<file path="src/rtl/bcd_serial_adder_if.sv">
// Request/result bus of the digit-serial BCD add/subtract unit.
// Handshake semantics: a transfer happens on a rising clk edge where both
// valid and ready are high; the source holds its payload and valid stable
// until that edge, and ready never depends combinationally on valid.
interface bcd_serial_adder_if #(
  parameter int DIGITS = 4
);
  logic                  in_valid;
  logic                  in_ready;
  logic [4*DIGITS-1:0]   in_a;
  logic [4*DIGITS-1:0]   in_b;
  logic                  in_sub;
  logic                  in_carry;
  logic                  out_valid;
  logic                  out_ready;
  logic [4*DIGITS-1:0]   out_result;
  logic                  out_carry;
  logic                  out_error;

  // Issue/writeback side: issues requests and consumes results.
  modport master (
    output in_valid, in_a, in_b, in_sub, in_carry, out_ready,
    input  in_ready, out_valid, out_result, out_carry, out_error
  );

  // Arithmetic unit side.
  modport slave (
    input  in_valid, in_a, in_b, in_sub, in_carry, out_ready,
    output in_ready, out_valid, out_result, out_carry, out_error
  );
endinterface

</file>
<file path="src/rtl/bcd_serial_adder.sv">
// Digit-serial BCD add/subtract unit: one decimal digit per clock, with a
// carry/borrow chain carried across digits. Result registers only change
// when an operation completes.
// Optional feature: define BCD_SERIAL_ADDER_DIGIT_CHECK_EN to flag operand
// digits greater than 9 on out_error; otherwise out_error is tied to 0.
module bcd_serial_adder #(
  parameter int DIGITS = 4
) (
  input  logic                  clk,
  input  logic                  rst,
  bcd_serial_adder_if.slave     bus,
  output logic [1:0]            dbg_state
);

  localparam int IDXW = (DIGITS > 1) ? $clog2(DIGITS) : 1;
  localparam logic [IDXW-1:0] LAST_IDX = IDXW'(DIGITS - 1);

  typedef enum logic [1:0] {IDLE = 2'd0, CALC = 2'd1, DONE = 2'd2} state_t;

  state_t                state, state_next;
  logic [4*DIGITS-1:0]   a_q, b_q, work, result;
  logic                  sub_q, chain, carry;
  logic [IDXW-1:0]       idx;

  logic                  accept, last;
  logic [3:0]            a_i, b_i, digit;
  logic                  chain_next;
  logic [4:0]            sum;
  logic [5:0]            diff;
  logic [4*DIGITS-1:0]   work_next;

  assign accept       = bus.in_valid & bus.in_ready;
  assign last         = (idx == LAST_IDX);
  assign bus.in_ready = (state == IDLE) || ((state == DONE) && bus.out_ready);
  assign bus.out_valid  = (state == DONE);
  assign bus.out_result = result;
  assign bus.out_carry  = carry;
  assign dbg_state      = state;

  // State register.
  always_ff @(posedge clk or posedge rst) begin
    if (rst) state <= IDLE;
    else     state <= state_next;
  end

  // Next-state: DONE can hand straight back to CALC when both handshakes coincide.
  always_comb begin
    state_next = state;
    case (state)
      IDLE: if (bus.in_valid) state_next = CALC;
      CALC: if (last) state_next = DONE;
      DONE: begin
        if (bus.out_ready && bus.in_valid) state_next = CALC;
        else if (bus.out_ready)            state_next = IDLE;
      end
      default: state_next = IDLE;
    endcase
  end

  // One digit of add (decimal adjust by +6) or subtract (adjust by +10).
  always_comb begin
    a_i        = a_q[idx*4 +: 4];
    b_i        = b_q[idx*4 +: 4];
    sum        = {1'b0, a_i} + {1'b0, b_i} + {4'b0, chain};
    diff       = {2'b0, a_i} - {2'b0, b_i} - {5'b0, chain};
    digit      = 4'd0;
    chain_next = 1'b0;
    if (!sub_q) begin
      if (sum > 5'd9) begin
        digit      = sum[3:0] + 4'd6;
        chain_next = 1'b1;
      end else begin
        digit      = sum[3:0];
      end
    end else begin
      if (diff[5]) begin
        digit      = diff[3:0] + 4'd10;
        chain_next = 1'b1;
      end else begin
        digit      = diff[3:0];
      end
    end
    work_next = work;
    work_next[idx*4 +: 4] = digit;
  end

  // Operand capture, digit iteration and result publication.
  always_ff @(posedge clk or posedge rst) begin
    if (rst) begin
      a_q    <= '0;
      b_q    <= '0;
      sub_q  <= 1'b0;
      chain  <= 1'b0;
      idx    <= '0;
      work   <= '0;
      result <= '0;
      carry  <= 1'b0;
    end else if (accept) begin
      a_q    <= bus.in_a;
      b_q    <= bus.in_b;
      sub_q  <= bus.in_sub;
      chain  <= bus.in_carry;
      idx    <= '0;
      work   <= '0;
    end else if (state == CALC) begin
      work  <= work_next;
      chain <= chain_next;
      idx   <= idx + IDXW'(1);
      if (last) begin
        result <= work_next;
        carry  <= chain_next;
      end
    end
  end

`ifdef BCD_SERIAL_ADDER_DIGIT_CHECK_EN
  logic err_work, error, bad_digit;

  assign bad_digit     = (a_i > 4'd9) || (b_i > 4'd9);
  assign bus.out_error = error;

  // Sticky non-BCD flag, presented together with the result.
  always_ff @(posedge clk or posedge rst) begin
    if (rst) begin
      err_work <= 1'b0;
      error    <= 1'b0;
    end else if (accept) begin
      err_work <= 1'b0;
    end else if (state == CALC) begin
      err_work <= err_work | bad_digit;
      if (last) error <= err_work | bad_digit;
    end
  end
`else
  assign bus.out_error = 1'b0;
`endif

endmodule

</file>
<file path="src/flat_wrapper.sv">
// flat-port wrapper written by rule: the top's interface ports become plain ports
module bcd_serial_adder_flat 
#(
  parameter int DIGITS = 4
)
  (clk, rst, dbg_state, bus_in_valid, bus_in_a, bus_in_b, bus_in_sub, bus_in_carry, bus_out_ready, bus_in_ready, bus_out_valid, bus_out_result, bus_out_carry, bus_out_error);
  bcd_serial_adder_if #(.DIGITS(DIGITS)) bus_i ();
  input  logic clk;
  input  logic rst;
  output logic [1:0] dbg_state;
  input wire logic [$bits(bus_i.in_valid)-1:0] bus_in_valid;
  input wire logic [$bits(bus_i.in_a)-1:0] bus_in_a;
  input wire logic [$bits(bus_i.in_b)-1:0] bus_in_b;
  input wire logic [$bits(bus_i.in_sub)-1:0] bus_in_sub;
  input wire logic [$bits(bus_i.in_carry)-1:0] bus_in_carry;
  input wire logic [$bits(bus_i.out_ready)-1:0] bus_out_ready;
  output wire logic [$bits(bus_i.in_ready)-1:0] bus_in_ready;
  output wire logic [$bits(bus_i.out_valid)-1:0] bus_out_valid;
  output wire logic [$bits(bus_i.out_result)-1:0] bus_out_result;
  output wire logic [$bits(bus_i.out_carry)-1:0] bus_out_carry;
  output wire logic [$bits(bus_i.out_error)-1:0] bus_out_error;
  assign bus_i.in_valid = bus_in_valid;
  assign bus_i.in_a = bus_in_a;
  assign bus_i.in_b = bus_in_b;
  assign bus_i.in_sub = bus_in_sub;
  assign bus_i.in_carry = bus_in_carry;
  assign bus_i.out_ready = bus_out_ready;
  assign bus_in_ready = bus_i.in_ready;
  assign bus_out_valid = bus_i.out_valid;
  assign bus_out_result = bus_i.out_result;
  assign bus_out_carry = bus_i.out_carry;
  assign bus_out_error = bus_i.out_error;
  bcd_serial_adder #(.DIGITS(DIGITS)) u_core (.clk(clk), .rst(rst), .bus(bus_i), .dbg_state(dbg_state));
endmodule
</file>
<file path="config.mk">
export PLATFORM = sky130hd
export DESIGN_NAME = bcd_serial_adder_flat
export DESIGN_NICKNAME = d
export VERILOG_FILES = /design/src/rtl/bcd_serial_adder_if.sv /design/src/rtl/bcd_serial_adder.sv /design/src/flat_wrapper.sv
export SDC_FILE = /design/constraint.sdc
export NUM_CORES = 1
export LEC_CHECK = 0
export ABC_AREA = 1
export CORE_ASPECT_RATIO = 0.9
export CORE_MARGIN = 4
export CORE_UTILIZATION = 50
export CTS_CLUSTER_DIAMETER = 30
export CTS_CLUSTER_SIZE = 8
export DETAILED_ROUTE_END_ITERATION = 10
export GPL_TIMING_DRIVEN = 0
export PLACE_DENSITY = 0.84
export SYNTH_ARGS = -nofsm -noshare
export SYNTH_HDL_FRONTEND = slang
export SYNTH_SLANG_ARGS = --single-unit
</file>
<file path="constraint.sdc">
create_clock -name clk -period 4 [get_ports clk]
set_input_delay 0.8 -clock clk [delete_from_list [all_inputs] [get_ports clk]]
set_output_delay 0.8 -clock clk [all_outputs]
set_load 0.005 [all_outputs]
</file>
# == Yosys cells after proc, flatten, opt, wreduce, memory -nomap -nowiden ==
# Index checks and enable logic that the tools add are counted.
# classes
n_addsub,8
order_cmp,1
eq_ne,6
shift,4
n_mux,18
n_bitwise,2
reduce_logical,7
# op_table
operator,n
$neg A4 Y34,1
$shift A4 B34 Y16 const A,1
$shiftx A4 B34 Y16,1
$mux W16,2
$shiftx A16 B5 Y4,2
$bwmux W16,1
$mux W2,6
$mux W4,3
$pmux W2 S3,1
$reduce_and A3 Y1,2
$sub A6 B1 Y6,1
$add A4 B4 Y5,1
$add A5 B1 Y5,1
$gt A5 B4 Y1 const B,1
$mux W1,5
$sub A4 B4 Y5,1
$add A4 B3 Y4 const B,1
$add A4 B4 Y4 const B,1
$eq A2 B2 Y1 const B,2
$ne A3 B2 Y1 const B,1
$add A2 B1 Y2 const B,1
$eq A2 B1 Y1 const B,1
$logic_and A1 B1 Y1,2
$logic_not A2 Y1,1
6 further kinds,6
# word_totals
reg_bits,71
inputBits,38
output_inout_bits,22
wordCells,55

# == Logic depth before layout (Yosys ltp) ==
# logic_depth
word_depth,10
depth_mapped,24
depth_no_buf,23

# == Worst setup path after synthesis ==
# OpenSTA, ideal clock, no wires.
# synth_path
path_kind,reg2reg
startpoint,register u_core.idx[0]
endpoint,register u_core.result[13] (netlist: u_core.bus.out_result[13])
arrival_ns,3.363
t_required_ns,3.934
slack_ns,0.572
path_stages_with_launch,23
path_buffers,2
period_less_slack_ns,3.428
cell_sequence,dfrtp_1 -> clkbuf_1 -> clkinv_1 -> clkbuf_1 -> o21ai_0 -> o22ai_1 -> fa_1 -> fa_1 -> inv_1 -> ha_1 -> inv_1 -> nor2_1 -> a21oi_2 -> nand2_1 -> nand2_2 -> inv_2 -> nand2_1 -> nand3_1 -> nand2_2 -> nand3_2 -> o21ai_1 -> nand2_1 -> nand2_1
# synth_via
elab_chain_len,8
# synth_rtl
element,line_no,rtl
from (decl),bcd_serial_adder.sv:23,logic [IDXW-1:0] idx;
from (signal assigned),bcd_serial_adder.sv:108,idx <= idx + IDXW'(1);
$shiftx A16 B5 Y4 (on tied branches),"bcd_serial_adder.sv:62, bcd_serial_adder.sv:63",
$sub A4 B4 Y5 or $add A4 B4 Y5 (tied branches),"bcd_serial_adder.sv:65, bcd_serial_adder.sv:64",
$sub A6 B1 Y6 or $add A5 B1 Y5 (tied branches),"bcd_serial_adder.sv:65, bcd_serial_adder.sv:64",
"$add A4 B4 Y4, or another cell as far along",bcd_serial_adder.sv:77,digit = diff[3:0] + 4'd10;
$mux W4 (on tied branches),"bcd_serial_adder.sv:76, bcd_serial_adder.sv:69",
$mux W4,bcd_serial_adder.sv:68,if (!sub_q) begin
$shiftx A4 B34 Y16,bcd_serial_adder.sv:84,work_next[idx*4 +: 4] = digit;
$bwmux W16,bcd_serial_adder.sv:84,
to (signal assigned),bcd_serial_adder.sv:110,result <= work_next;
to (decl),bcd_serial_adder.sv:21,"logic [4*DIGITS-1:0] a_q, b_q, work, result;"
# Parallel ways exist; a longest one is shown, timed or not.
# A chain may end at the register's enable or synchronous reset.

# == Worst setup path in the final report ==
# layout_path
startpoint,register u_core.idx[1]
endpoint,register u_core.work[5]
# layout_via
elab_chain_len,10
# layout_rtl
element,line_no,rtl
$shiftx A16 B5 Y4 (on tied branches),"bcd_serial_adder.sv:62, bcd_serial_adder.sv:63",
$sub A4 B4 Y5 or $add A4 B4 Y5 (tied branches),"bcd_serial_adder.sv:65, bcd_serial_adder.sv:64",
$sub A6 B1 Y6 or $add A5 B1 Y5 (tied branches),"bcd_serial_adder.sv:65, bcd_serial_adder.sv:64",
"$add A4 B4 Y4, or another cell as far along",bcd_serial_adder.sv:77,
$mux W4 (on tied branches),"bcd_serial_adder.sv:76, bcd_serial_adder.sv:69",
$mux W4,bcd_serial_adder.sv:68,
$shiftx A4 B34 Y16,bcd_serial_adder.sv:84,
$bwmux W16 *,bcd_serial_adder.sv:84,
$mux W16 *,bcd_serial_adder.sv:105,end else if (state == CALC) begin
$mux W16 *,bcd_serial_adder.sv:98,end else if (accept) begin
to (signal assigned),bcd_serial_adder.sv:106,work <= work_next;
to (decl),bcd_serial_adder.sv:21,
# Mark *: on every way between the ends. The rest lies on a longest branch, timed or not. The select of a mux whose other input is x is not followed.

==> impl_metrics.env <==
export IMPL_status="complete, no violations"
export IMPL_synth_xor_area_frac=0.002285
export IMPL_fin_crit_sh=0.9264
export IMPL_antenna_found_initial=0
export IMPL_cp_slowest_cell="fa_1"
export IMPL_gp_congestion=0.8692
export IMPL_yosys_top_cells_area="dfrtp_1, nand2_1, ha_1, inv_1, o21ai_0"
export IMPL_critPathMaxFanout=12
export IMPL_fin_worst_skew_ns=0.01032
export IMPL_synth_top_cell_area_share=0.4634
export IMPL_crit_buf_inv=5
export IMPL_clk_latency_ns=0.35
export IMPL_grt_pass1_wl_um=16390
export IMPL_synth_fa_ha_area_frac=0.07115
export IMPL_hold_violations=0
export IMPL_synth_top_cell_by_area="dfrtp_1"
export IMPL_rows=30
export IMPL_wl_um=9577
export IMPL_slew_headroom=0.4269
export IMPL_clk_pin_slew_ns=0.08
export IMPL_drv_cap=0
export IMPL_viasPerCell=5.223
export IMPL_crit_path_end_kind="register"
export IMPL_clkSinkCount=71
export IMPL_worstMarginPinSlew_ns=0.8596
export IMPL_drive_gt1_frac=0.07179
export IMPL_via_count=3557
export IMPL_yosysSeqAreaShare=0.4634
export IMPL_synth_compound_area_frac=0.08714
export IMPL_portBuffers=58
export IMPL_yosysWarnings=0
export IMPL_die_x_um=100.3
export IMPL_grt_max_degree=72
export IMPL_cp_data_required_time_ns=4.29
export IMPL_cts_setup_buffers=0
export IMPL_rsz0062_at_grt="no"
export IMPL_synth_top_family_by_area="simple AND/OR/NAND/NOR gates"
export IMPL_ctsLongestPathBuffers=2
export IMPL_antenna_left=0
export IMPL_slowest_delay_ns=0.55
export IMPL_crit_family="adder cells"
export IMPL_synth_nets=572
export IMPL_hold_class="register to register"
export IMPL_cts_tree="yes"
export IMPL_grt_pass1_vias=3581
export IMPL_drt_iter0_drc=238
export IMPL_holdBufCountCts=0
export IMPL_first_pass_iters=6
export IMPL_synth_distinct_cells=28
export IMPL_startpoint="u_core.idx[1]$_DFFE_PP0P_"
export IMPL_setup_viol_count_final=0
export IMPL_fill_cells=644
export IMPL_wl_per_cell_um=14.06
export IMPL_grt_overflow=0
export IMPL_crit_arrival_ns=4.00
export IMPL_syn_area_per_cell_sq_um=7.459
export IMPL_clock_fmax_mhz=269.9
export IMPL_numCtsBuffers=9
export IMPL_start_kind="register"
export IMPL_ioPinCount=60
export IMPL_htreeDepth=3
export IMPL_grt_total_usage=0.2256
export IMPL_core_sq_um=7507
export IMPL_r2r_start="u_core.idx[1]$_DFFE_PP0P_"
export IMPL_die_area_sq_um=9134
export IMPL_fp_dieH_um=91.07
export IMPL_crit_path_cell_trace="inv_1, clkbuf_4, o21ai_0, o22ai_2, fa_1, fa_1, inv_1, ha_1, inv_1, nor2_1, a21oi_2, nand2_1, nand2_2, inv_2, nand2_1, nand3_1, nand2_2, nand3_2, o21ai_1, nand2_1, nand2_1"
export IMPL_ys_seq_elements=71
export IMPL_diodes=0
export IMPL_initial_core_util=0.5107
export IMPL_yosys_area_share_simple=0.2977
export IMPL_final_nets=639
export IMPL_final_min_clock_period_ns=3.706
export IMPL_area_delta_synth_final_pct=23.66
export IMPL_mappedNetlistArea_sq_um=3834
export IMPL_whs_ns=0.4777
export IMPL_final_common_cell="nand2_1"
export IMPL_crit_top_cell="nand2_1"
export IMPL_drc=0
export IMPL_criticalPathCategory="register to register"
export IMPL_worstHoldStart="u_core.a_q[7]$_DFFE_PP0P_"
export IMPL_cts_root_buf="clkbuf_8"
export IMPL_final_cell_mix="nand2_1, dfrtp_1, clkdlybuf4s50_1"
export IMPL_utilization=0.6315
export IMPL_syn_inst=514
export IMPL_finalMaxSlewViolations=0
export IMPL_muxShareOfSynthArea=0
export IMPL_dpl_hpwl_um=7031
-- Yosys cell counts, drive strengths merged --
| library cell | number |
|---|---|
| dfrtp | 71 |
| inv | 58 |
| fa | 3 |
| nor2 | 20 |
| clkbuf | 13 |
| nand4 | 5 |
| ha | 17 |
| buf | 4 |
| conb | 1 |
| a21oi | 9 |
| nor3 | 1 |
| clkinv | 2 |
| xor2 | 1 |
| o211ai | 1 |
| o21ai | 34 |
| o21bai | 2 |
| nand2 | 240 |
| nand3 | 19 |
| o22ai | 8 |
| a32oi | 4 |
| or2 | 1 |
-- worst reg2reg max path: cells and delay by family, from the launching register on --
kind / cells / cell delay [ns]
AOI/OAI and AO/OA: 4 / 0.58
adders and majority gates: 3 / 1.19
DFF: 1 / 0.52
buffers and inverters: 5 / 0.60
and+or+nand+nor: 9 / 0.75
-- through the flow --
| stage | cells | instance area, sq um | setup WS (ns) | setup TNS, ns |
|---|---|---|---|---|
| final | 681 | 4741 | 0.2943 | 0 |
| after global routing | 681 | 4741 | 0.007688 | 0 |
| after CTS | 682 | 4720 | 0.007911 | 0 |
| after detailed placement | 668 | 4537 | -0.2396 | -4.061 |
| after global placement | 668 | 4534 | -0.03810 | -0.1588 |
| after floorplan | 514 | 3834 | 0.5717 | 0 |
-- routing by layer --
metal	routed length, um	part of all wire	up-vias	track usage
met5	0	0	-	0
met4	225	0.023	0	0.1089
met3	689	0.072	21	0.04685
met2	4638	0.48	146	0.3549
met1	4024	0.42	1666	0.2956
li1	-	-	1724	-
-- cell families after synthesis --
| kind of cell | count (synthesis) |
|---|---|
| AND/OR/NAND/NOR | 286 |
| buffers and inverters | 77 |
| flip-flops | 71 |
| AO/OA/AOI/OAI | 58 |
| adder cells (fa/ha/maj) | 20 |
| XOR/XNOR | 1 |
| other | 1 |
-- timing repair --
item,CTS,global route
endpoints found under the hold margin,0,0
gates resized for setup,3,8
endpoints found under the setup margin,25,25
-- final timing paths --
check / end / slack [ns] / cells past startpoint
hold reg to reg: u_core.a_q[7]$_DFFE_PP0P_ / 0.48 / 2
setup reg to reg: u_core.work[5]$_DFFE_PP0P_ / 0.29 / 21
max in group asynchronous: u_core.idx[0]$_DFFE_PP0P_ / 2.42 / 2
setup / recovery: u_core.work[5]$_DFFE_PP0P_ / 0.29 / 21
hold / removal: u_core.a_q[7]$_DFFE_PP0P_ / 0.48 / 2
min in group asynchronous: u_core.a_q[5]$_DFFE_PP0P_ / 0.98 / 2
-- cell type report --
cell class,instances,area (sq um),share of cell area
clock buffers,12,165.2,0.03484
repair buffers,58,580.6,0.1225
clock inverters,3,17.52,0.003695
well taps,96,120.1,0.02534
multi-input cells,366,1780,0.3756
flip-flops and latches,71,1778,0.3750
plain buffers,15,68.82,0.01452
inverters,60,230.2,0.04856
-- sequential cells by signal, summed over array words and instances (netlist names) --
signal                 count
u_core.bus.out_result     16
u_core.dbg_state           2
u_core.idx                 2
u_core.bus.out_carry       1
u_core.sub_q               1
u_core.b_q                16
u_core.chain               1
u_core.a_q                16
u_core.work               16
Power is not shown: default switching activity piles up to over one toggle a cycle in this logic, so the estimate is an artifact.
==> RTL edit 1: new RTL, config.mk and constraints unchanged <==
`DIGITS` is set to 4 in 3 places; all go to 8.
--- a/src/rtl/bcd_serial_adder_if.sv
+++ b/src/rtl/bcd_serial_adder_if.sv
@@ -5,3 +5,3 @@
 interface bcd_serial_adder_if #(
-  parameter int DIGITS = 4
+  parameter int DIGITS = 8
 );
--- a/src/rtl/bcd_serial_adder.sv
+++ b/src/rtl/bcd_serial_adder.sv
@@ -6,3 +6,3 @@
 module bcd_serial_adder #(
-  parameter int DIGITS = 4
+  parameter int DIGITS = 8
 ) (
--- a/src/flat_wrapper.sv
+++ b/src/flat_wrapper.sv
@@ -3,3 +3,3 @@
 #(
-  parameter int DIGITS = 4
+  parameter int DIGITS = 8
 )
Ports: changed (resized bus_in_a, bus_in_b and bus_out_result); port bits go from 60 to 108. No check against the original RTL was run, so the function may have changed too.
==> RTL edit 1 against the unedited design <==
- synthesized area grew 74%
- worst setup slack lost 58 ps
- wire length grew 84%
- critical path depth grew 2
- highest routed layer unchanged
- sequential cell count grew 65
- final area grew 84%
Power is not shown: default switching activity piles up to over one toggle a cycle in this logic, so the estimate is an artifact.
==> RTL edit 1: results (changes against the unedited design) <==
stage,metric,value,unit,change
grt,first-pass GRT wire length,29.2,mm,was 16.4 mm
clock_network,Inserted Clock Buffers,17,,was 9
critical_path,critical path arrival,4130,ps,was 4000 ps
clock_network,"Reg clk slew, reported paths",60,ps,was 80 ps
critical_path,Crit Path Max Fanout,10,,was 12
synthesis,post-synthesis cell type count,34,,was 28
detailed_routing,drt via density,5.49,,was 5.22
grt,met3 Use GR,0.0658,,was 0.0469
clock_network,clk_lat worst skew,430,ps,was 350 ps
detailed_routing,routed len/inst,16.7,microns,was 14.1 microns
grt,met1 Track Usage GR,0.337,,was 0.296
critical_path,Reg2Reg Capture Point,u_core.bus.out_result[23],,was u_core.work[5]
outcome,outcome,"complete, no violations",,unchanged
critical_path,CP Launch Point,u_core.idx[0],,was u_core.idx[1]
clock_network,H-tree depth,4,,was 3
detailed_routing,Pre-antenna DRT Iters,5,,was 6
final_layout,# nets final,970,,was 639
place,GPL Wtd Cong,0.882,,was 0.869
grt,pin count of the biggest net entering global routing,39,,was 72
grt,met2 GRT Util,0.362,,was 0.355
place,I/O Buffers,106,,was 58
hold_path,Hold Path Origin,u_core.work[19],,was u_core.a_q[7]
place,dpl hpwl,12.6,mm,was 7.03 mm
grt,GRT Overall Usage,0.242,,was 0.226
synthesis,sequential share of the synthesized area,0.510,,was 0.463
timing,skew final,8.19,ps,was 10.3 ps
clock_network,Root Driver,clkbuf_16,,was clkbuf_8
timing,Worst slew margin,0.432,,was 0.427
place,Setup WS pre-CTS,-293,ps,was -240 ps
-- RTL edit 1: layout make-up --
cell class,count,area share
sequential,136,0.391
clock buffer,25,0.0591
inverter,67,0.0298
multi-input combinational,519,0.338
timing repair buffer,110,0.129
clock inverter,6,0.0100
tap,164,0.0235
buffer,31,0.0195
-- RTL edit 1: per-stage QoR --
stage | std cells | util
floorplan | 753 | -
detailed placement | 1026 | 0.621
CTS | 1057 | 0.670
global route | 1058 | 0.677
global placement | 1023 | 0.617
finish | 1058 | 0.677
-- RTL edit 1: worst min path at each step --
| stage | to | slack, ps | depth (start not counted) |
|---|---|---|---|
| after floorplan | u_core.work[19] | 440 | 2 |
| after global placement | u_core.work[3] | 450 | 2 |
| after detailed placement | u_core.bus.out_result[22] | 460 | 2 |
| after CTS | u_core.work[19] | 480 | 2 |
| after global routing | u_core.work[23] | 500 | 2 |
| final | u_core.work[19] | 480 | 2 |
-- RTL edit 1: kinds of logic after synthesis --
kind of cell | after synthesis | synth area share
xor+xnor | 1 | 0.00131
fa+ha+maj | 18 | 0.0371
flops | 136 | 0.510
mux | 52 | 0.0878
buf+inv | 98 | 0.0572
other cells | 1 | 0.000562
simple gates | 299 | 0.189
compound gates | 148 | 0.117
-- RTL edit 1: what timing repair did --
item	in CTS	in global routing
resized for setup	12	39
pin swaps	0	1
setup endpoints to repair	47	48
buffers inserted	0	1
-- RTL edit 1: worst max-delay path, cell delays in order (launching register included) --
cell	delay [ps]
dfrtp_2	440
inv_6	120
clkbuf_2	270
a21oi_1	110
o21ai_0	110
a31oi_2	150
fa_2	440
fa_1	410
inv_1	70
nand2_1	40
nand2_1	120
ha_1	150
inv_1	50
nor2_1	110
a21oi_2	40
nand2_1	130
nand2_1	120
nand2_1	70
nand2_1	40
nand2_1	150
nand3_1	160
a21oi_1	220
nand2_1	90
nand2_1	70
-- RTL edit 1: per-layer routing --
| metal | wire length [microns] | part of all wire |
|---|---|---|
| met3 | 1400 | 0.079 |
| met4 | 489 | 0.028 |
| met2 | 8110 | 0.46 |
| met5 | 0 | 0 |
| met1 | 7650 | 0.43 |
==> RTL edit 2: new RTL, same flow settings <==
Made on the original files. Put one more register stage on the output `dbg_state`, with the module's reset. The value now appears one clock later. The other outputs are not delayed to match.
--- a/src/rtl/bcd_serial_adder.sv
+++ b/src/rtl/bcd_serial_adder.sv
@@ -37,3 +37,9 @@
   assign bus.out_carry  = carry;
-  assign dbg_state      = state;
+  always_ff @(posedge clk or posedge rst) begin
+    if (rst) begin
+      dbg_state <= '0;
+    end else begin
+      dbg_state <= state;
+    end
+  end
 
Check against the original RTL: not equivalent (a bounded check fails within 4 cycles, from zero or initial values and one cycle with rst high).
==> RTL edit 2 against the unedited design <==
- sequential cell count rose by 2
- count of clock-buffer cells in the layout unchanged
- final area grew 1.2%
- synthesized area is 2.1% higher
- die area is 1.9% higher
- worst setup slack better by 26 ps
- wire length decreased by 7.8%
- critical path type unchanged
- highest routed layer unchanged
Power is left out: the tool's default activity adds up to more than one toggle a clock period on the data nets, which glitch-free logic cannot reach.
==> RTL edit 2: results (changes against the unedited design) <==
stage,metric,value,unit,change
final_layout,Buffers excl. clock,75,,was 73
synthesis,#FFs+latches synth,73,,was 71
critical_path,Reg2Reg Depth,22,,was 21
final_layout,Signal buf overhead,0.140,,was 0.137
floorplanning,die area,9310,sq um,was 9130 sq um
timing,skew final,11.0,ps,was 10.3 ps
final_layout,fillers,614,,was 644
detailed_routing,drt via density,5.34,,was 5.22
timing,hold_ws,426,ps,was 478 ps
synthesis,"top cells by count, synth","nand2_1 (140), dfrtp_1 (73), inv_1 (45)",,"was nand2_1 (235), dfrtp_1 (71), inv_1 (55)"
synthesis,sequential share of the synthesized area,0.467,,was 0.463
hold_path,Hold EP,u_core.dbg_state[0],,was u_core.a_q[7]
grt,met3 Use GR,0.0373,,was 0.0469
final_layout,Multi-In Gates,308,,was 366
critical_path,Critical Path Sink,u_core.work[6],,was u_core.work[5]
detailed_routing,metal3 WL,548,microns,was 689 microns
place,Placed Cells,598,,was 668
hold_path,Hold Path Origin,u_core.state[0],,was u_core.a_q[7]
final_layout,Clock buf/inv share,0.0321,,was 0.0385
grt,GRT Overall Usage,0.203,,was 0.226
detailed_routing,WL met2,4.09,mm,was 4.64 mm
final_layout,Layout Utilization,0.633,,was 0.632
critical_path,CP Launch Point,u_core.idx[0],,was u_core.idx[1]
grt,met2 GRT Util,0.319,,was 0.355
synthesis,syn avg cell area,8.81,sq um,was 7.46 sq um
detailed_routing,DR vias,3284,,was 3557
final_layout,Multi-input gate area,1820,sq um,was 1780 sq um
synthesis,largest cells by area after synthesis,"dfrtp_1 (47%), nand2_1 (13%), mux2_2 (8.3%)",,"was dfrtp_1 (46%), nand2_1 (23%), ha_1 (5.5%)"
final_layout,fraction of area in registers,0.381,,was 0.375
synthesis,post-synthesis cell type count,38,,was 28
final_layout,fraction of layout cells with a size suffix above 1,0.150,,was 0.0718
place,Setup WS pre-CTS,-20.5,ps,was -240 ps
outcome,outcome,"complete, no violations",,unchanged
timing,top achievable clock speed,272,MHz,was 270 MHz
grt,pin count of the biggest net entering global routing,74,,was 72
detailed_routing,WL final,8.83,mm,was 9.58 mm
detailed_routing,Pre-antenna DRT Iters,5,,was 6
final_layout,Inverters,48,,was 60
hold_path,worst hold path cell count,0,,was 2
synthesis,Post-Syn Nets,502,,was 572
detailed_routing,Iter 0 DRT Violations,188,,was 238
grt,first-pass GRT wire length,15.0,mm,was 16.4 mm
timing,Slew @ Worst Pin,880,ps,was 860 ps
grt,met1 Track Usage GR,0.275,,was 0.296
place,GPL Wtd Cong,0.906,,was 0.869
final_layout,# nets final,573,,was 639
place,placement-stage cell area,4620,sq um,was 4540 sq um
critical_path,"Slowest-stage cell, CP",fa_1,,unchanged
critical_path,FF-to-FF setup slack,320,ps,was 290 ps
place,dpl hpwl,6.53,mm,was 7.03 mm
## RTL edit 2: cell types whose count changed after synthesis, moves of 6 or more
cell,change
inv_1,-10
clkbuf_1,-6
nand3_1,+7
o21ai_0,-8
mux2_2,+29
nand2_1,-95
## RTL edit 2: logic make-up (layout without fill, tap and decap cells)
logic type / count (synthesis) / count (layout) / synth area share
adder cells (fa/ha/maj): 20 / 20 / 0.0697
flip-flops: 73 / 73 / 0.467
XOR/XNOR: 1 / 1 / 0.00416
multiplexers: 29 / 29 / 0.0835
other: 1 / 1 / 0.000958
buffers and inverters: 63 / 138 / 0.0668
AO/OA/AOI/OAI: 56 / 56 / 0.0895
AND/OR/NAND/NOR: 201 / 201 / 0.218
## RTL edit 2: what timing repair did
action	4_1_cts	5_1_grt
setup buffers	0	2
endpoints found under the setup margin	18	25
cloned	0	0
gates resized for setup	1	9
